$ cat src/rtl/bram_fifo.sv
// First-word-fall-through FIFO in front of a simple-dual-port BRAM.
// A 2-entry output buffer hides the BRAM's 1-cycle read latency.
module bram_fifo #(
  parameter int WIDTH = 32,
  parameter int DEPTH = 128
) (
  input  logic                       clk,
  input  logic                       rst,
  input  logic                       flush,
  input  logic                       in_valid,
  output logic                       in_ready,
  input  logic [WIDTH-1:0]           in_data,
  output logic                       out_valid,
  input  logic                       out_ready,
  output logic [WIDTH-1:0]           out_data,
  output logic [$clog2(DEPTH)+1:0]   count,
  output logic                       wen,
  output logic [$clog2(DEPTH)-1:0]   waddr,
  output logic [WIDTH-1:0]           wline,
  output logic                       ren,
  output logic [$clog2(DEPTH)-1:0]   raddr,
  input  logic [WIDTH-1:0]           rline
);

  localparam int AW = $clog2(DEPTH);
  localparam int CW = AW + 2;
  localparam logic [AW:0] FULL = (AW+1)'(DEPTH);

  logic [AW-1:0]  wptr;
  logic [AW-1:0]  rptr;
  logic [AW:0]    ram_cnt;
  logic           inflight;
  logic [WIDTH-1:0] ob [2];
  logic           head;
  logic [1:0]     ob_cnt;

  logic       push;
  logic       pop;
  logic       issue;
  logic [2:0] occ;
  logic       wslot;

  assign in_ready  = (ram_cnt != FULL);
  assign out_valid = (ob_cnt != 2'd0);
  assign out_data  = ob[head];

  assign push = in_valid & in_ready;
  assign pop  = out_valid & out_ready;

  // Buffer slots already claimed after this cycle's pop.
  assign occ = {1'b0, ob_cnt}
             + {2'b0, inflight}
             - {2'b0, pop};
  assign issue = (ram_cnt != '0)
               && (occ < 3'd2);

  assign wslot = head ^ ob_cnt[0];

  assign wen   = push & ~flush & rst;
  assign waddr = wptr;
  assign wline = in_data;
  assign ren   = issue & ~flush;
  assign raddr = rptr;

  assign count = CW'(ram_cnt)
               + CW'(inflight)
               + CW'(ob_cnt);

  always_ff @(posedge clk or negedge rst) begin
    if (!rst) begin
      wptr     <= '0;
      rptr     <= '0;
      ram_cnt  <= '0;
      inflight <= 1'b0;
      head     <= 1'b0;
      ob_cnt   <= '0;
      ob[0]    <= '0;
      ob[1]    <= '0;
    end else if (flush) begin
      wptr     <= '0;
      rptr     <= '0;
      ram_cnt  <= '0;
      inflight <= 1'b0;
      head     <= 1'b0;
      ob_cnt   <= '0;
    end else begin
      if (push)
        wptr <= wptr + 1'b1;
      if (issue)
        rptr <= rptr + 1'b1;
      ram_cnt <= ram_cnt
               + (AW+1)'(push)
               - (AW+1)'(issue);
      inflight <= issue;
      if (inflight)
        ob[wslot] <= rline;
      if (pop)
        head <= ~head;
      ob_cnt <= ob_cnt
              + 2'(inflight)
              - 2'(pop);
    end
  end

endmodule

$ cat config.mk
export PLATFORM = sky130hd
export DESIGN_NAME = bram_fifo
export DESIGN_NICKNAME = d
export VERILOG_FILES = /design/src/rtl/bram_fifo.sv
export SDC_FILE = /design/constraint.sdc
export NUM_CORES = 1
export LEC_CHECK = 0
export ABC_AREA = 1
export CAP_MARGIN = 20
export CORE_MARGIN = 2
export CORE_UTILIZATION = 48
export CTS_BUF_LIST = sky130_fd_sc_hd__clkbuf_4
export CTS_CLUSTER_DIAMETER = 100
export DETAILED_ROUTE_END_ITERATION = 8
export GPL_TIMING_DRIVEN = 0
export PLACE_DENSITY = 0.85
export SYNTH_ARGS = -nofsm -noshare
export SYNTH_HDL_FRONTEND = slang
export SYNTH_SLANG_ARGS = --single-unit
$ cat constraint.sdc
create_clock -name clk -period 3.8 [get_ports clk]
set_input_delay 0.57 -clock clk [delete_from_list [all_inputs] [get_ports clk]]
set_output_delay 0.57 -clock clk [all_outputs]
set_load 0.005 [all_outputs]
# ---- Word-level counts from Yosys, hierarchy flattened
# Cells that the tools add are included.
dict set report op_classes {
  n_addsub 10
  mul 0
  n_div 0
  n_lt_le_gt_ge 4
  n_eq_ne 1
  shifts 0
  muxes 15
  n_bitwise 10
  reduce_logical 8
}
# cell n
set op_table {}
lappend op_table {{$mux W32} 4}
lappend op_table {{$bwmux W64} 1}
lappend op_table {{$demux W32 S1} 1}
lappend op_table {{$mux W7} 4}
lappend op_table {{$add A7 B1 Y7 const B} 2}
lappend op_table {{$add A8 B1 Y9} 1}
lappend op_table {{$add A9 B2 Y9} 1}
lappend op_table {{$add A8 B1 Y8} 1}
lappend op_table {{$mux W8} 1}
lappend op_table {{$ne A8 B8 Y1 const B} 1}
lappend op_table {{$reduce_bool A2 Y1} 4}
lappend op_table {{$reduce_bool A8 Y1} 1}
lappend op_table {{$sub A8 B1 Y8} 1}
lappend op_table {{$and A1 B1 Y1} 5}
lappend op_table {{$ge A2 B2 Y1 const B} 2}
lappend op_table {{$not A1 Y2} 2}
lappend op_table {{$add A2 B1 Y3} 1}
lappend op_table {{$lt A3 B2 Y1 const B} 1}
lappend op_table {{$mux W1} 3}
lappend op_table {{$sub A3 B1 Y3} 1}
lappend op_table {{$add A2 B1 Y2} 1}
lappend op_table {{$logic_and A1 B1 Y1} 2}
lappend op_table {{$lt A2 B1 Y1 const B} 1}
lappend op_table {{$mux W2} 1}
lappend op_table {{4 further kinds} 5}
dict set report totals {
  ff_bits 90
  latch_bits 0
  mem_bits_rw 0
  mem_bits_ro 0
  input_bits 69
  output_inout_bits 91
  elab_cells 56
  mem_count 0
}

# ---- Longest topological paths before layout
# Gate-level depths: netlist of run 1.
dict set report logic_depth {
  depth_word 7
  ltp_mapped 21
  depth_no_buf 21
}

# ---- Worst setup path before layout of run 1
# No wires, ideal clock.
dict set report synth_path {
  path_kind {input to register}
  startpoint {input out_ready}
  endpoint {register ram_cnt[4]}
  setup_time_ns 0.071
  arrival_time_ns 3.146
  required_ns 3.729
  path_slack_ns 0.583
  path_stages 19
  n_path_buf 0
  path_cell_list {o21a_1 > ha_1 > inv_1 > ha_1 > inv_1 > fa_1 > nand3_1 > nor2_4 > inv_2 > nand2_1 > nand2_1 > ha_1 > fa_1 > nand2_1 > nand3_1 > and2_1 > nand2_1 > nand2_1 > nor2_1}
}
dict set report synth_via {
  elab_chain_len 6
}
# element line
set synth_rtl {}
lappend synth_rtl {{start: declaration} 14} ;# input logic out_ready,
lappend synth_rtl {{$and A1 B1 Y1} 48} ;# assign pop = out_valid & out_ready;
lappend synth_rtl {{$sub A3 B1 Y3} 53} ;# - {2'b0, pop};
lappend synth_rtl {{$lt A3 B2 Y1} 55} ;# && (occ < 3'd2);
lappend synth_rtl {{$logic_and A1 B1 Y1} 55}
lappend synth_rtl {{$sub A8 B1 Y8} 93} ;# - (AW+1)'(issue);
lappend synth_rtl {{$mux W8} 79} ;# end else if (flush) begin
lappend synth_rtl {{end signal: assignment} 91} ;# ram_cnt <= ram_cnt
lappend synth_rtl {{end: declaration} 31} ;# logic [AW:0] ram_cnt;
# Every way passes these cells.
# A chain may end at the register's enable or synchronous reset.

# ---- Worst setup path in the final report of run 1
# Ends and elaborated chain as after synthesis.

==> impl_metrics.json, run 1 <==
{
  "drive_gt1_share_pct": 14.73,
  "fmax_ghz": 0.2862,
  "endpoint_kind": "flip-flop",
  "utilization_pct": 65.12,
  "antenna_found_initial": 0,
  "slew_headroom_pct": 65.96,
  "postRouteAntennaNets": 0,
  "drt_iter0_drc": 258,
  "p_switching_w": 0.001890,
  "tightest_slew_ps": 510.6,
  "clk_pin_slew_worst_paths_ps": 160,
  "syn_nets": 722,
  "core-area_um2": 10320,
  "dr.pass1.iters": 5,
  "hp-class": "input port to asynchronous set/reset pin",
  "layout_min_cycle_time_ps": 3495,
  "swShare_pct": 40.24,
  "ys_seq_elements": 90,
  "hold_buffers": 0,
  "setup_violations": 0,
  "wire_per_inst_um": 13.08,
  "final_common_cell": "nand2_1",
  "die_area_um2": 11420,
  "leakage_nw": 3.453,
  "clk_latency_ps": 440,
  "grt_util_met2_pct": 35.03,
  "syn_inst": 628,
  "slew_violations": 0,
  "start_util_pct": 49.22,
  "final_cell_mix": "nand2_1, clkdlybuf4s50_1, dfrtp_1, inv_1",
  "clockRootBuffer": "clkbuf_4",
  "antennaDiodeCount": 0,
  "hold_viol": 0,
  "drv_cap": 0,
  "route.detailed.drc": 0,
  "die_h_um": 106.9,
  "grt_use_total_pct": 20.99,
  "p_clk_share_pct": 12.1,
  "worstPathArrival_ps": 3860,
  "vias": 4476,
  "viasPerCell": 4.919,
  "final_area_um2": 6723,
  "use_met1_pct": 27.67,
  "yosysSeqAreaShare_pct": 44.32,
  "powerDensity_nw_per_um2": 698.9,
  "io_pins": 160,
  "synth.cell_area_um2": 5081,
  "clock_path_buffers": 2,
  "ir_drop_v": 0.0003541,
  "path_cells": "clkdlybuf4s50_1, o21a_1, ha_1, inv_1, ha_1, inv_1, fa_1, inv_1, nand2_1, nand3_2, nor2_4, buf_4, nand2_1, nand2_1, ha_1, fa_1, nand2_1, nand3_1, and2_1, nand2_1, nand2_1, nor2_1",
  "comb_power_share_pct": 53.5,
  "htreeDepth": 3,
  "ys_warn_count": 0,
  "numPortBuffers": 127,
  "reg2reg_depth": 21,
  "final_nets": 863,
  "skew_ps": 18.34,
  "p_int_w": 0.002808,
  "cts_sinks": 90,
  "dp_hpwl_mm": 8.783,
  "gr-max-usage-layer": "met2",
  "rows": 37,
  "gr-total-overflow": 0,
  "cp-start-kind": "input port",
  "die_x_um": 106.9,
  "grt_start_max_net_pins": 67,
  "critPathKind": "input port to flip-flop",
  "avgSynthCellArea_um2": 8.091,
  "path_max_fanout": 9,
  "cts_tree": "yes",
  "drt_wl_total_mm": 11.90,
  "grt_first_pass_wirelength_mm": 19.37,
  "globalRouteMet3Util_pct": 3.040,
  "worstPathRequired_ps": 4160,
  "status": "finished clean",
  "grt_pass1_vias": 4313,
  "cts_buffers": 9,
  "fin_crit_sh_pct": 91.96,
  "crit_slowest_cell": "clkdlybuf4s50_1",
  "yosysUniqueCellTypes": 29,
  "rsz0062_at_grt": "no",
  "r2r_slack_ps": 360,
  "gp_congestion": 0.8074,
  "pwr-share-seq_pct": 34.4,
  "area_delta_synth_final_pct": 32.31,
  "max_stage_delay_ps": 470,
  "detailed_place.area_um2": 6548,
  "cpMostUsedCell": "nand2_1"
}
==> routing by layer <==
layer	vias to the layer above	part of all wire, %
met5	-	0
met4	0	2.1
met3	23	6.4
met2	185	48
met1	2072	44
li1	2196	-
==> flip-flops by register name (all words and copies together) (netlist names) <==
signal / flops
raddr: 7
waddr: 7
inflight: 1
ob: 64
ram_cnt: 8
head: 1
ob_cnt: 2
==> synth_stat cells <==
| library cell | n | share of area (%) |
|---|---|---|
| xnor2_2 | 1 | 0.32 |
| nand2_1 | 227 | 17 |
| o21ai_1 | 36 | 3.5 |
| clkbuf_1 | 9 | 0.66 |
| o21ai_2 | 32 | 5.5 |
| buf_2 | 6 | 0.59 |
| nor2_1 | 25 | 1.8 |
| nand3_2 | 1 | 0.20 |
| buf_6 | 6 | 1.3 |
| or2_2 | 1 | 0.12 |
| nor2_4 | 1 | 0.22 |
| nand3b_1 | 1 | 0.15 |
| ha_1 | 21 | 5.2 |
| inv_2 | 5 | 0.37 |
| dfrtp_1 | 90 | 44 |
| nand4_1 | 7 | 0.86 |
| nand4_2 | 1 | 0.25 |
| buf_4 | 33 | 4.9 |
| nand3b_4 | 1 | 0.39 |
| a21oi_1 | 9 | 0.89 |
| inv_1 | 72 | 5.3 |
| nor2_2 | 2 | 0.25 |
| nor3b_1 | 1 | 0.15 |
| fa_1 | 4 | 1.6 |
| o21a_1 | 1 | 0.15 |
| and2_1 | 1 | 0.12 |
| nand3_1 | 24 | 2.4 |
| xor2_1 | 9 | 1.6 |
| nand2_2 | 1 | 0.12 |
==> through the flow <==
stage | std cells | TNS, ps | hold slack (ps) | setup WS (ps) | total power, W
finish | 910 | 0 | 14.93 | 305.5 | 0.004698
global route | 910 | 0 | 5.267 | 81.10 | 0.005104
CTS | 909 | 0 | 11.12 | 22.64 | 0.004690
detailed placement | 892 | -623.3 | 467.4 | -210.4 | 0.004091
global placement | 891 | -93740 | 464.0 | -1610 | 0.003970
floorplan | 628 | 0 | 274.4 | 582.9 | 0.003046
==> what timing repair did <==
| action | CTS | global route |
|---|---|---|
| hold endpoints to repair | 0 | 0 |
| gates cloned | 0 | 0 |
| resized for setup | 1 | 3 |
| endpoints found under the setup margin | 1 | 1 |
| pin swaps | 1 | 1 |
| setup buffers | 1 | 1 |
==> worst max-delay path, delay by kind of cell <==
family	cells	cell delay, ps
compound gates	1	180
simple gates	11	890
fa+ha+maj	5	1390
buf+inv	5	800
==> kinds of logic after synthesis <==
kind of cell / share of synthesized area [%]
AOI/OAI and AO/OA: 10.10
buffers and inverters: 13.15
xor gates and xnor gates: 1.872
DFF: 44.32
adders and majority gates: 6.747
and+or+nand+nor: 23.81
==> power by group through the flow <==
stage | clock network [W] | registers, W | logic (W)
floorplan | 0 | 0.00157 | 0.00148
global placement | 0 | 0.00160 | 0.00237
detailed placement | 0 | 0.00163 | 0.00246
CTS | 0.000574 | 0.00161 | 0.00250
global route | 0.000620 | 0.00167 | 0.00281
finish | 0.000567 | 0.00162 | 0.00251
==> path summary, 6_finish.rpt <==
check	end	start
worst max register to register	ram_cnt[4]$_DFF_PN0_	ob_cnt[1]$_DFF_PN0_
worst min register to register	ob[6]$_DFFE_PN0P_	ob[6]$_DFFE_PN0P_
max in group asynchronous	ob_cnt[1]$_DFF_PN0_	rst
worst max-delay path	ram_cnt[4]$_DFF_PN0_	out_ready
worst min-delay path	ob[36]$_DFFE_PN0P_	rst
min in group clk	ob[6]$_DFFE_PN0P_	ob[6]$_DFFE_PN0P_
==> layout make-up <==
class	instances	area (um^2)
fill	831	3601
sequential	90	2253
multi-input combinational	407	2168
timing repair buffer	130	1314
buffer	54	379.1
inverter	77	289.0
tap	136	170.2
clock buffer	10	75.07
clock inverter	6	73.82
(Power assumes the default switching activity.)
==> run 2, diff against run 1 <==
--- a/config.mk
+++ b/config.mk
@@ -7,13 +7,17 @@
 export LEC_CHECK = 0
 export ABC_AREA = 1
 export CAP_MARGIN = 20
+export CELL_PAD_IN_SITES_DETAIL_PLACEMENT = 2
+export CELL_PAD_IN_SITES_GLOBAL_PLACEMENT = 2
 export CORE_MARGIN = 2
-export CORE_UTILIZATION = 48
+export CORE_UTILIZATION = 27
 export CTS_BUF_LIST = sky130_fd_sc_hd__clkbuf_4
 export CTS_CLUSTER_DIAMETER = 100
 export DETAILED_ROUTE_END_ITERATION = 8
 export GPL_TIMING_DRIVEN = 0
 export PLACE_DENSITY = 0.85
+export SKIP_LAST_GASP = 1
+export SLEW_MARGIN = 40
 export SYNTH_ARGS = -nofsm -noshare
 export SYNTH_HDL_FRONTEND = slang
 export SYNTH_SLANG_ARGS = --single-unit
==> run 2 against run 1 <==
Routed wire length increased by 23%. Critical path type unchanged. Sequential share of layout area shrank 0.58 points. Global-route usage down 5.8 points. Largest power group unchanged. Cell count is 11% higher. Clock skew grew 15 ps. Final area grew 1.8%. Utilization down 28 points. Non-clock buffer count increased by 1.
==> impl_metrics.json, run 2 (synthesized netlist as in run 1, its figures left out) <==
{
  "worstPathRequired_ps": 4210,
  "die_x_um": 141.2,
  "clockRootBuffer": "clkbuf_4",
  "cts_sinks": 90,
  "layout_min_cycle_time_ps": 3536,
  "slew_headroom_pct": 63.91,
  "final_common_cell": "nand2_1",
  "core-area_um2": 18580,
  "dp_hpwl_mm": 11.03,
  "dr.pass1.iters": 4,
  "drive_gt1_share_pct": 14.45,
  "rsz0062_at_grt": "no",
  "io_pins": 160,
  "postRouteAntennaNets": 0,
  "die_h_um": 141.2,
  "clock_path_buffers": 2,
  "grt_pass1_vias": 4859,
  "clk_latency_ps": 490,
  "setup_violations": 0,
  "worstPathArrival_ps": 3940,
  "slew_violations": 0,
  "skew_ps": 33.58,
  "fmax_ghz": 0.2828,
  "die_area_um2": 19930,
  "antenna_found_initial": 1,
  "fin_cells": 1010,
  "clk_pin_slew_worst_paths_ps": 180,
  "route.detailed.drc": 0,
  "drt_wl_total_mm": 14.66,
  "leakage_nw": 3.447,
  "start_util_pct": 27.35,
  "ir_drop_v": 0.0002234,
  "vias": 4549,
  "status": "finished clean",
  "gp_congestion": 0.7445,
  "largest_reg_flops": 64,
  "grt_start_max_net_pins": 64,
  "area_delta_synth_final_pct": 34.65,
  "dp_cells": 990,
  "powerDensity_nw_per_um2": 685.4,
  "grt_use_total_pct": 15.21,
  "viasPerCell": 4.504,
  "final_cell_mix": "nand2_1, clkdlybuf4s50_1, dfrtp_1, inv_1, o21ai_1",
  "drt_iter0_drc": 124,
  "setup_tns_ps": 0,
  "top_regs": "ob (64), ram_cnt (8)",
  "regMostFlops": "ob",
  "grt_first_pass_wirelength_mm": 24.17,
  "endpoint_kind": "flip-flop",
  "cp-start-kind": "input port",
  "fin_ws_ps": 263.8,
  "rows": 50,
  "hp-class": "input port to asynchronous set/reset pin",
  "numPortBuffers": 127,
  "cts_tree": "yes",
  "wire_per_inst_um": 14.51,
  "dp_slack_ps": -304.2,
  "htreeDepth": 3,
  "tightest_slew_ps": 541.4,
  "fin_crit_sh_pct": 93.06,
  "gr-total-overflow": 0,
  "drv_cap": 0,
  "cts_buffers": 9,
  "hold_viol": 0,
  "final_nets": 864,
  "path_max_fanout": 9,
  "critPathKind": "input port to flip-flop"
}
## run 2: report_power, final
group / switching (W) / internal, W / total, W
clock network: 0.000386 / 0.000154 / 0.000540
logic: 0.00132 / 0.00122 / 0.00254
registers: 0.000256 / 0.00135 / 0.00161
total: 0.00196 / 0.00273 / 0.00469
## run 2: routing by layer
metal  share of wire [%]  track usage (%)  vias to the layer above
li1                    -                -                     2195
met5                   0                0                        -
met4                 1.2            4.737                        0
met3                 3.4            2.446                       13
met2                  53            28.39                       87
met1                  42            17.76                     2254
## run 2: path summary, 6_finish.rpt
| path | to | cells past startpoint | from | slack (ps) |
|---|---|---|---|---|
| worst min register to register | ob[1]$_DFFE_PN0P_ | 2 | ob[1]$_DFFE_PN0P_ | 500 |
| max in group asynchronous | ob_cnt[1]$_DFF_PN0_ | 3 | rst | 2680 |
| worst max register to register | ram_cnt[4]$_DFF_PN0_ | 19 | ob_cnt[0]$_DFF_PN0_ | 300 |
| min in group clk | ob[1]$_DFFE_PN0P_ | 2 | ob[1]$_DFFE_PN0P_ | 500 |
| worst max-delay path | ram_cnt[4]$_DFF_PN0_ | 20 | out_ready | 260 |
| worst min-delay path | ob[49]$_DFFE_PN0P_ | 2 | rst | 490 |
## run 2: timing repair
| action | in CTS | in global routing |
|---|---|---|
| endpoints found under the hold margin | 28 | 0 |
| endpoints found under the setup margin | 1 | 0 |
| resized for setup | 2 | 0 |
| hold buffers | 1 | 0 |
| buffers inserted | 2 | 0 |
## run 2: critical path, stage by stage
cell and delay [ps]:
clkdlybuf4s50_1 480, o21a_1 170, ha_1 240, inv_1 60
ha_1 130, inv_1 50, fa_1 470, nand3_1 150
nor2_4 50, buf_4 170, nand2_1 140, nand2_1 80
ha_1 210, fa_1 420, nand2_1 90, nand3_1 100
and2_1 170, nand2_1 60, nand2_1 50, nor2_1 100
## run 2: layout make-up
class | count | area [um^2]
sequential | 90 | 2253
tap | 234 | 292.8
antenna | 1 | 2.502
timing repair buffer | 131 | 1328
fill | 2161 | 11740
clock buffer | 9 | 67.56
clock inverter | 7 | 68.82
buffer | 54 | 379.1
inverter | 77 | 289.0
multi-input combinational | 407 | 2161
## run 2: stage by stage
step	total power, W	instance area, um^2	utilization [%]	hold WS, ps
2_1_floorplan	0.003046	5081	-	274.4
3_3_place_gp	0.004071	6645	35.76	464.7
3_5_place_dp	0.004206	6678	35.94	437.7
4_1_cts	0.004806	6839	36.81	461.3
5_1_grt	0.005162	6842	36.82	473.4
6_report	0.004689	6842	36.82	485.7
